## config.mk

```make
export PLATFORM = sky130hd
export DESIGN_NAME = keyboard_joy_mapper
export DESIGN_NICKNAME = d
export VERILOG_FILES = /design/src/rtl/keyboard_joy_mapper.sv
export SDC_FILE = /design/constraint.sdc
export NUM_CORES = 1
export LEC_CHECK = 0
export CAP_MARGIN = 40
export CORE_ASPECT_RATIO = 1.4
export CORE_UTILIZATION = 45
export CTS_CLUSTER_SIZE = 16
export DETAILED_ROUTE_END_ITERATION = 12
export PLACE_DENSITY_LB_ADDON = 0.08
export SLEW_MARGIN = 30
export SYNTH_ARGS = -nofsm -noshare
export SYNTH_HDL_FRONTEND = slang
export SYNTH_SLANG_ARGS = --single-unit
```

## constraint.sdc

```tcl
create_clock -name clk -period 4.45 [get_ports clk]
set_input_delay 0.89 -clock clk [delete_from_list [all_inputs] [get_ports clk]]
set_output_delay 0.89 -clock clk [all_outputs]
set_load 0.01 [all_outputs]
```

## src/rtl/keyboard_joy_mapper.sv

```systemverilog
// PS/2 set-2 scan-code decoder driving NES joystick vectors and the powerpad.
// Handles E0/F0 prefixes, E1 pause skipping, player select and A/B autofire.
module keyboard_joy_mapper #(
   parameter int NUM_PLAYERS = 2,
   parameter int AF_DIV      = 833333,
   parameter int PREFIX_TO   = 1000000
) (
   input  logic                     clk,
   input  logic                     reset,
   input  logic [7:0]               kbd_data,
   input  logic                     kbd_valid,
   output logic [NUM_PLAYERS*8-1:0] joystick,
   output logic [11:0]              powerpad,
   output logic [1:0]               active_player,
   output logic [1:0]               af_enable
);
   localparam int AF_W = (AF_DIV > 1) ? $clog2(AF_DIV) : 1;
   localparam int TO_W = (PREFIX_TO > 1) ? $clog2(PREFIX_TO) : 1;
   localparam logic [AF_W-1:0] AF_LAST = AF_W'(AF_DIV - 1);
   localparam logic [TO_W-1:0] TO_LAST = TO_W'(PREFIX_TO - 1);

   typedef enum logic [2:0] {S_IDLE, S_EXT, S_BRK, S_EXT_BRK, S_SKIP} state_t;

   state_t                  state, state_nx;
   logic [2:0]              skip_cnt, skip_nx;
   logic [TO_W-1:0]         to_cnt, to_nx;
   logic [AF_W-1:0]         af_cnt;
   logic                    phase, phase_nx;
   logic [7:0]              held    [NUM_PLAYERS];
   logic [7:0]              held_nx [NUM_PLAYERS];
   logic [11:0]             pad_nx;
   logic [1:0]              ap_nx, af_nx;
   logic                    q_down, w_down, q_nx, w_nx;
   logic                    key_hit, key_ext, key_make;
   logic [3:0]              ext_l, nrm_l;
   logic [4:0]              pad_l;
   logic [2:0]              sel_l;
   logic [NUM_PLAYERS*8-1:0] joy_nx;

   // {hit, bit index} into the joystick vector for extended (arrow) codes
   function automatic logic [3:0] ext_bit(input logic [7:0] c);
      case (c)
         8'h75:   return 4'b1_100;
         8'h72:   return 4'b1_101;
         8'h6B:   return 4'b1_110;
         8'h74:   return 4'b1_111;
         default: return 4'b0_000;
      endcase
   endfunction

   function automatic logic [3:0] norm_bit(input logic [7:0] c);
      case (c)
         8'h29:   return 4'b1_000;
         8'h11:   return 4'b1_001;
         8'h0D:   return 4'b1_010;
         8'h76:   return 4'b1_011;
         default: return 4'b0_000;
      endcase
   endfunction

   function automatic logic [4:0] pad_idx(input logic [7:0] c);
      case (c)
         8'h24:   return 5'h10;
         8'h2D:   return 5'h11;
         8'h2C:   return 5'h12;
         8'h35:   return 5'h13;
         8'h23:   return 5'h14;
         8'h2B:   return 5'h15;
         8'h34:   return 5'h16;
         8'h33:   return 5'h17;
         8'h21:   return 5'h18;
         8'h2A:   return 5'h19;
         8'h32:   return 5'h1A;
         8'h31:   return 5'h1B;
         default: return 5'h00;
      endcase
   endfunction

   function automatic logic [2:0] sel_idx(input logic [7:0] c);
      case (c)
         8'h16:   return 3'b1_00;
         8'h1E:   return 3'b1_01;
         8'h26:   return 3'b1_10;
         8'h25:   return 3'b1_11;
         default: return 3'b0_00;
      endcase
   endfunction

   always_comb begin
      state_nx = state;
      skip_nx  = skip_cnt;
      to_nx    = to_cnt;
      key_hit  = 1'b0;
      key_ext  = 1'b0;
      key_make = 1'b0;
      if (kbd_valid) begin
         to_nx = '0;
         case (state)
            S_IDLE: begin
               if (kbd_data == 8'hE0)      state_nx = S_EXT;
               else if (kbd_data == 8'hF0) state_nx = S_BRK;
               else if (kbd_data == 8'hE1) begin
                  state_nx = S_SKIP;
                  skip_nx  = 3'd7;
               end else begin
                  key_hit  = 1'b1;
                  key_make = 1'b1;
               end
            end
            S_EXT: begin
               if (kbd_data == 8'hF0)      state_nx = S_EXT_BRK;
               else if (kbd_data == 8'hE0) state_nx = S_EXT;
               else begin
                  key_hit  = 1'b1;
                  key_ext  = 1'b1;
                  key_make = 1'b1;
                  state_nx = S_IDLE;
               end
            end
            S_BRK: begin
               key_hit  = 1'b1;
               state_nx = S_IDLE;
            end
            S_EXT_BRK: begin
               key_hit  = 1'b1;
               key_ext  = 1'b1;
               state_nx = S_IDLE;
            end
            S_SKIP: begin
               skip_nx = skip_cnt - 3'd1;
               if (skip_cnt == 3'd1) state_nx = S_IDLE;
            end
            default: state_nx = S_IDLE;
         endcase
      end else if (state != S_IDLE) begin
         // a prefix with no follow-up byte is abandoned without any key action
         if (to_cnt == TO_LAST) begin
            state_nx = S_IDLE;
            to_nx    = '0;
         end else begin
            to_nx = to_cnt + 1'b1;
         end
      end
   end

   always_comb begin
      for (int p = 0; p < NUM_PLAYERS; p++) held_nx[p] = held[p];
      pad_nx = powerpad;
      ap_nx  = active_player;
      af_nx  = af_enable;
      q_nx   = q_down;
      w_nx   = w_down;
      ext_l  = ext_bit(kbd_data);
      nrm_l  = norm_bit(kbd_data);
      pad_l  = pad_idx(kbd_data);
      sel_l  = sel_idx(kbd_data);
      if (key_hit) begin
         if (key_ext) begin
            for (int p = 0; p < NUM_PLAYERS; p++)
               if (ext_l[3] && active_player == 2'(p)) held_nx[p][ext_l[2:0]] = key_make;
         end else begin
            for (int p = 0; p < NUM_PLAYERS; p++)
               if (nrm_l[3] && active_player == 2'(p)) held_nx[p][nrm_l[2:0]] = key_make;
            if (pad_l[4]) pad_nx[pad_l[3:0]] = key_make;
            // toggle only on the held-flag rising edge so typematic repeats are inert
            if (kbd_data == 8'h15) begin
               if (key_make && !q_down) af_nx[0] = ~af_enable[0];
               q_nx = key_make;
            end
            if (kbd_data == 8'h1D) begin
               if (key_make && !w_down) af_nx[1] = ~af_enable[1];
               w_nx = key_make;
            end
            if (key_make && sel_l[2] && int'(sel_l[1:0]) < NUM_PLAYERS) begin
               for (int p = 0; p < NUM_PLAYERS; p++)
                  if (active_player == 2'(p)) held_nx[p] = 8'h00;
               ap_nx = sel_l[1:0];
            end
         end
      end
   end

   always_comb begin
      phase_nx = (af_cnt == AF_LAST) ? ~phase : phase;
      for (int p = 0; p < NUM_PLAYERS; p++) begin
         joy_nx[p*8 +: 8] = held_nx[p];
         joy_nx[p*8]      = held_nx[p][0] & (~af_nx[0] | phase_nx);
         joy_nx[p*8+1]    = held_nx[p][1] & (~af_nx[1] | phase_nx);
      end
   end

   always_ff @(posedge clk) begin
      if (reset) begin
         state         <= S_IDLE;
         skip_cnt      <= '0;
         to_cnt        <= '0;
         af_cnt        <= '0;
         phase         <= 1'b0;
         for (int p = 0; p < NUM_PLAYERS; p++) held[p] <= 8'h00;
         powerpad      <= '0;
         active_player <= '0;
         af_enable     <= '0;
         q_down        <= 1'b0;
         w_down        <= 1'b0;
         joystick      <= '0;
      end else begin
         state         <= state_nx;
         skip_cnt      <= skip_nx;
         to_cnt        <= to_nx;
         af_cnt        <= (af_cnt == AF_LAST) ? '0 : af_cnt + 1'b1;
         phase         <= phase_nx;
         for (int p = 0; p < NUM_PLAYERS; p++) held[p] <= held_nx[p];
         powerpad      <= pad_nx;
         active_player <= ap_nx;
         af_enable     <= af_nx;
         q_down        <= q_nx;
         w_down        <= w_nx;
         joystick      <= joy_nx;
      end
   end
endmodule
```

==> metrics.md <==
| Metric | Value |
|---|---|
| CP Launch Type | `primary input` |
| Final setup vio count | `0` |
| Synth Area per Inst | `8.51 um2` |
| Leakage | `1.78 nW` |
| Clk_lat worst skew | `0.34 ns` |
| Worst Hold Depth | `2` |
| Routed Antenna Nets | `0` |
| Worst-Margin Slew | `0.820 ns` |
| Tmin final | `3.30 ns` |
| Fmax | `303 MHz` |
| Core area | `9510 um2` |
| Synth top area share | `0.385` |
| Hold buffers post-CTS | `0` |
| Post-synth cell types | `69` |
| H-tree levels | `3` |
| Crit. Startpoint | `kbd_data[1]` |
| Routability cong. | `0.862` |
| Area contributors post-synth | `dfxtp_1 38%, nor2_1 5.2%, xnor2_1 4.7%` |
| Place WS | `0.809 ns` |
| Detailed Routing Iterations Pass 1 | `4` |
| Die H | `119 um` |
| RSZ-0062 raised after global routing | `no` |
| CTS tree | `yes` |
| Starting Density | `0.465` |
| Setup TNS | `0 ns` |
| Global route overflow | `0` |
| Min-Delay Endpoint | `joystick[7]` |
| Peak supply drop | `0.199 mV` |
| Detail Placement HPWL | `7480 um` |
| Layout Nets | `560` |
| Diode count | `0` |
| Post-CTS Repair Setup Buffers | `0` |
| Port Buffers | `42` |
| Period utilisation layout | `0.741` |
| Clk buf depth | `2` |
| Final hold viol count | `0` |
| IO Count | `43` |
| Root Buffer | `clkbuf_16` |
| DR WL/cell | `15.1 um` |
| Reg2reg end | `joystick[0]` |
| Die Width | `85.8 um` |
| Layout cells sized above 1 | `0.0747` |
| FF-to-FF setup slack | `2.05 ns` |
| Final setup margin | `1.15 ns` |
| Synth Net Count | `536` |
| Synth area leader | `dfxtp_1` |
| GRT Overall Usage | `0.209` |
| Hold crit path type | `flip-flop to flip-flop` |
| Vias | `3775` |
| Required time of the critical path | `4.71 ns` |
| Clock sink count | `85` |
| Worst rel slew slack | `0.439` |
| CP Class | `primary input to flip-flop` |
| Pwr/cell area | `317 nW/um2` |
| Max Cap Viol | `0` |
| Vias/cell | `5.54` |
| Worst setup EP type | `flip-flop` |
| Largest net degree at the start of global routing | `21` |
| R2R depth | `5` |
| Async set-or-reset flop fraction in the synthesized netlist | `0` |
| Number of DRC markers in iteration 0 | `196` |
| Vias in the first global route | `3544` |
| Max-slew violations | `0` |
| Die area | `10200 um2` |
| # rows | `42` |
| P&R area growth vs syn | `16.5%` |
| Clock transition at path regs | `0.07 ns` |
| Syn Inst Count | `520` |
| First-pass GRT wire length | `17000 um` |
| Layout Skew | `0.00573 ns` |
| Reg-to-reg startpoint | `state[1]` |
| Status | `finished clean` |
| CTS Buf Count | `9` |
| Main flop type after synthesis | `dfxtp_1` |
| Post_cts resized | `0` |
| Yosys reg bits | `85` |
| Post-synth EDFFs | `0` |
| DRC viols | `0` |
| Initial antenna violation count | `0` |
| WP data arrival | `3.56 ns` |
| Post-synthesis sequential area ratio | `0.385` |
| Ys Warns | `0` |
| Hold_ws | `0.472 ns` |
| Final wirelength | `10300 um` |
| Syn Std Cell Area | `4430 um2` |
| Largest fanout on the critical path | `17` |
| Hold_sp | `joystick[7]` |
## metal layers
layer	global-route usage	up-vias	part of all wire	wire, um
met5	0	-	0	0
met4	0.104	0	0.032	325
met3	0.0409	24	0.039	399
met2	0.358	95	0.51	5220
met1	0.247	1752	0.42	4330
li1	-	1904	-	-
## power by group
part | total (mW) | switching (mW) | internal (mW) | leakage, nW
sequential | 0.769 | 0.00380 | 0.765 | 0.685
clock | 0.768 | 0.326 | 0.442 | 0.143
combinational | 0.0988 | 0.0629 | 0.0360 | 0.953
## registers in the layout, indices dropped and copies added (netlist names)
register / flops
state: 3
powerpad: 12
to_cnt: 20
af_cnt: 20
w_down: 1
joystick: 16
af_enable: 2
skip_cnt: 3
phase: 1
q_down: 1
held: 4
active_player: 2
## cell usage in the layout (no fill, tap or decap), types with 4 or more instances in the layout
cell | netlist | routed
dfxtp_1 | 85 | 85
nor2_1 | 61 | 61
nand2_1 | 42 | 42
clkdlybuf4s50_1 | 0 | 42
xnor2_1 | 24 | 24
nand3_1 | 23 | 23
nor3_1 | 21 | 21
xor2_1 | 18 | 18
and3_1 | 15 | 15
inv_1 | 14 | 14
o21ai_0 | 14 | 14
o211ai_1 | 14 | 14
a21oi_1 | 13 | 13
nor2b_1 | 12 | 12
nand4_1 | 12 | 12
clkbuf_16 | 0 | 9
o31ai_1 | 8 | 8
nor4_1 | 7 | 7
and2_1 | 6 | 6
nand2b_1 | 6 | 6
nor3b_1 | 5 | 5
a31oi_1 | 5 | 5
ha_1 | 5 | 5
buf_4 | 13 | 5
mux2i_1 | 4 | 4
or3_1 | 4 | 4
or2_2 | 4 | 4
## critical path, cell delays in order
cell and delay (ns):
clkdlybuf4s50_1 0.67, or3b_2 0.58, o311ai_2 0.65, nor4b_4 0.43
nand2_1 0.12, a22oi_1 0.20
## synth_stat cells (all sizes together), types with 13 or more instances
master / instances
nand2: 43
xor2: 18
and3: 15
o211ai: 14
clkbuf: 14
nor2: 61
xnor2: 24
dfxtp: 85
buf: 21
a21oi: 13
nand3: 23
o21ai: 15
nor3: 21
inv: 14
## stage by stage
stage	util	cell area [um2]	power, mW	instances
2_1_floorplan	-	4430	0.851	520
3_3_place_gp	0.509	4850	0.883	664
3_5_place_dp	0.509	4850	0.884	664
4_1_cts	0.542	5150	1.65	680
5_1_grt	0.542	5160	1.70	681
6_report	0.542	5160	1.64	681
## how the worst max path moves through the flow
stage | to | slack (ns)
4_1_cts | joystick[0] | 1.17
5_1_grt | joystick[0] | 0.94
2_1_floorplan | active_player[0] | 1.90
3_3_place_gp | joystick[0] | 0.92
3_5_place_dp | joystick[0] | 0.81
6_report | joystick[0] | 1.15
## cell type report
type | instances | area, um2
Clock buffer | 9 | 225
Clock inverter | 7 | 80.1
Fill cell | 894 | 4360
Inverter | 14 | 52.6
Multi-Input combinational cell | 386 | 2470
Sequential cell | 85 | 1700
Tap cell | 132 | 165
Timing Repair Buffer | 48 | 463
## kinds of logic after synthesis
logic type	synth area share
AO/OA/AOI/OAI	0.154
flip-flops	0.385
AND/OR/NAND/NOR	0.295
adder cells (fa/ha/maj)	0.0141
buffers and inverters	0.0577
XOR/XNOR	0.0831
multiplexers	0.0116
(Power assumes the default switching activity.)
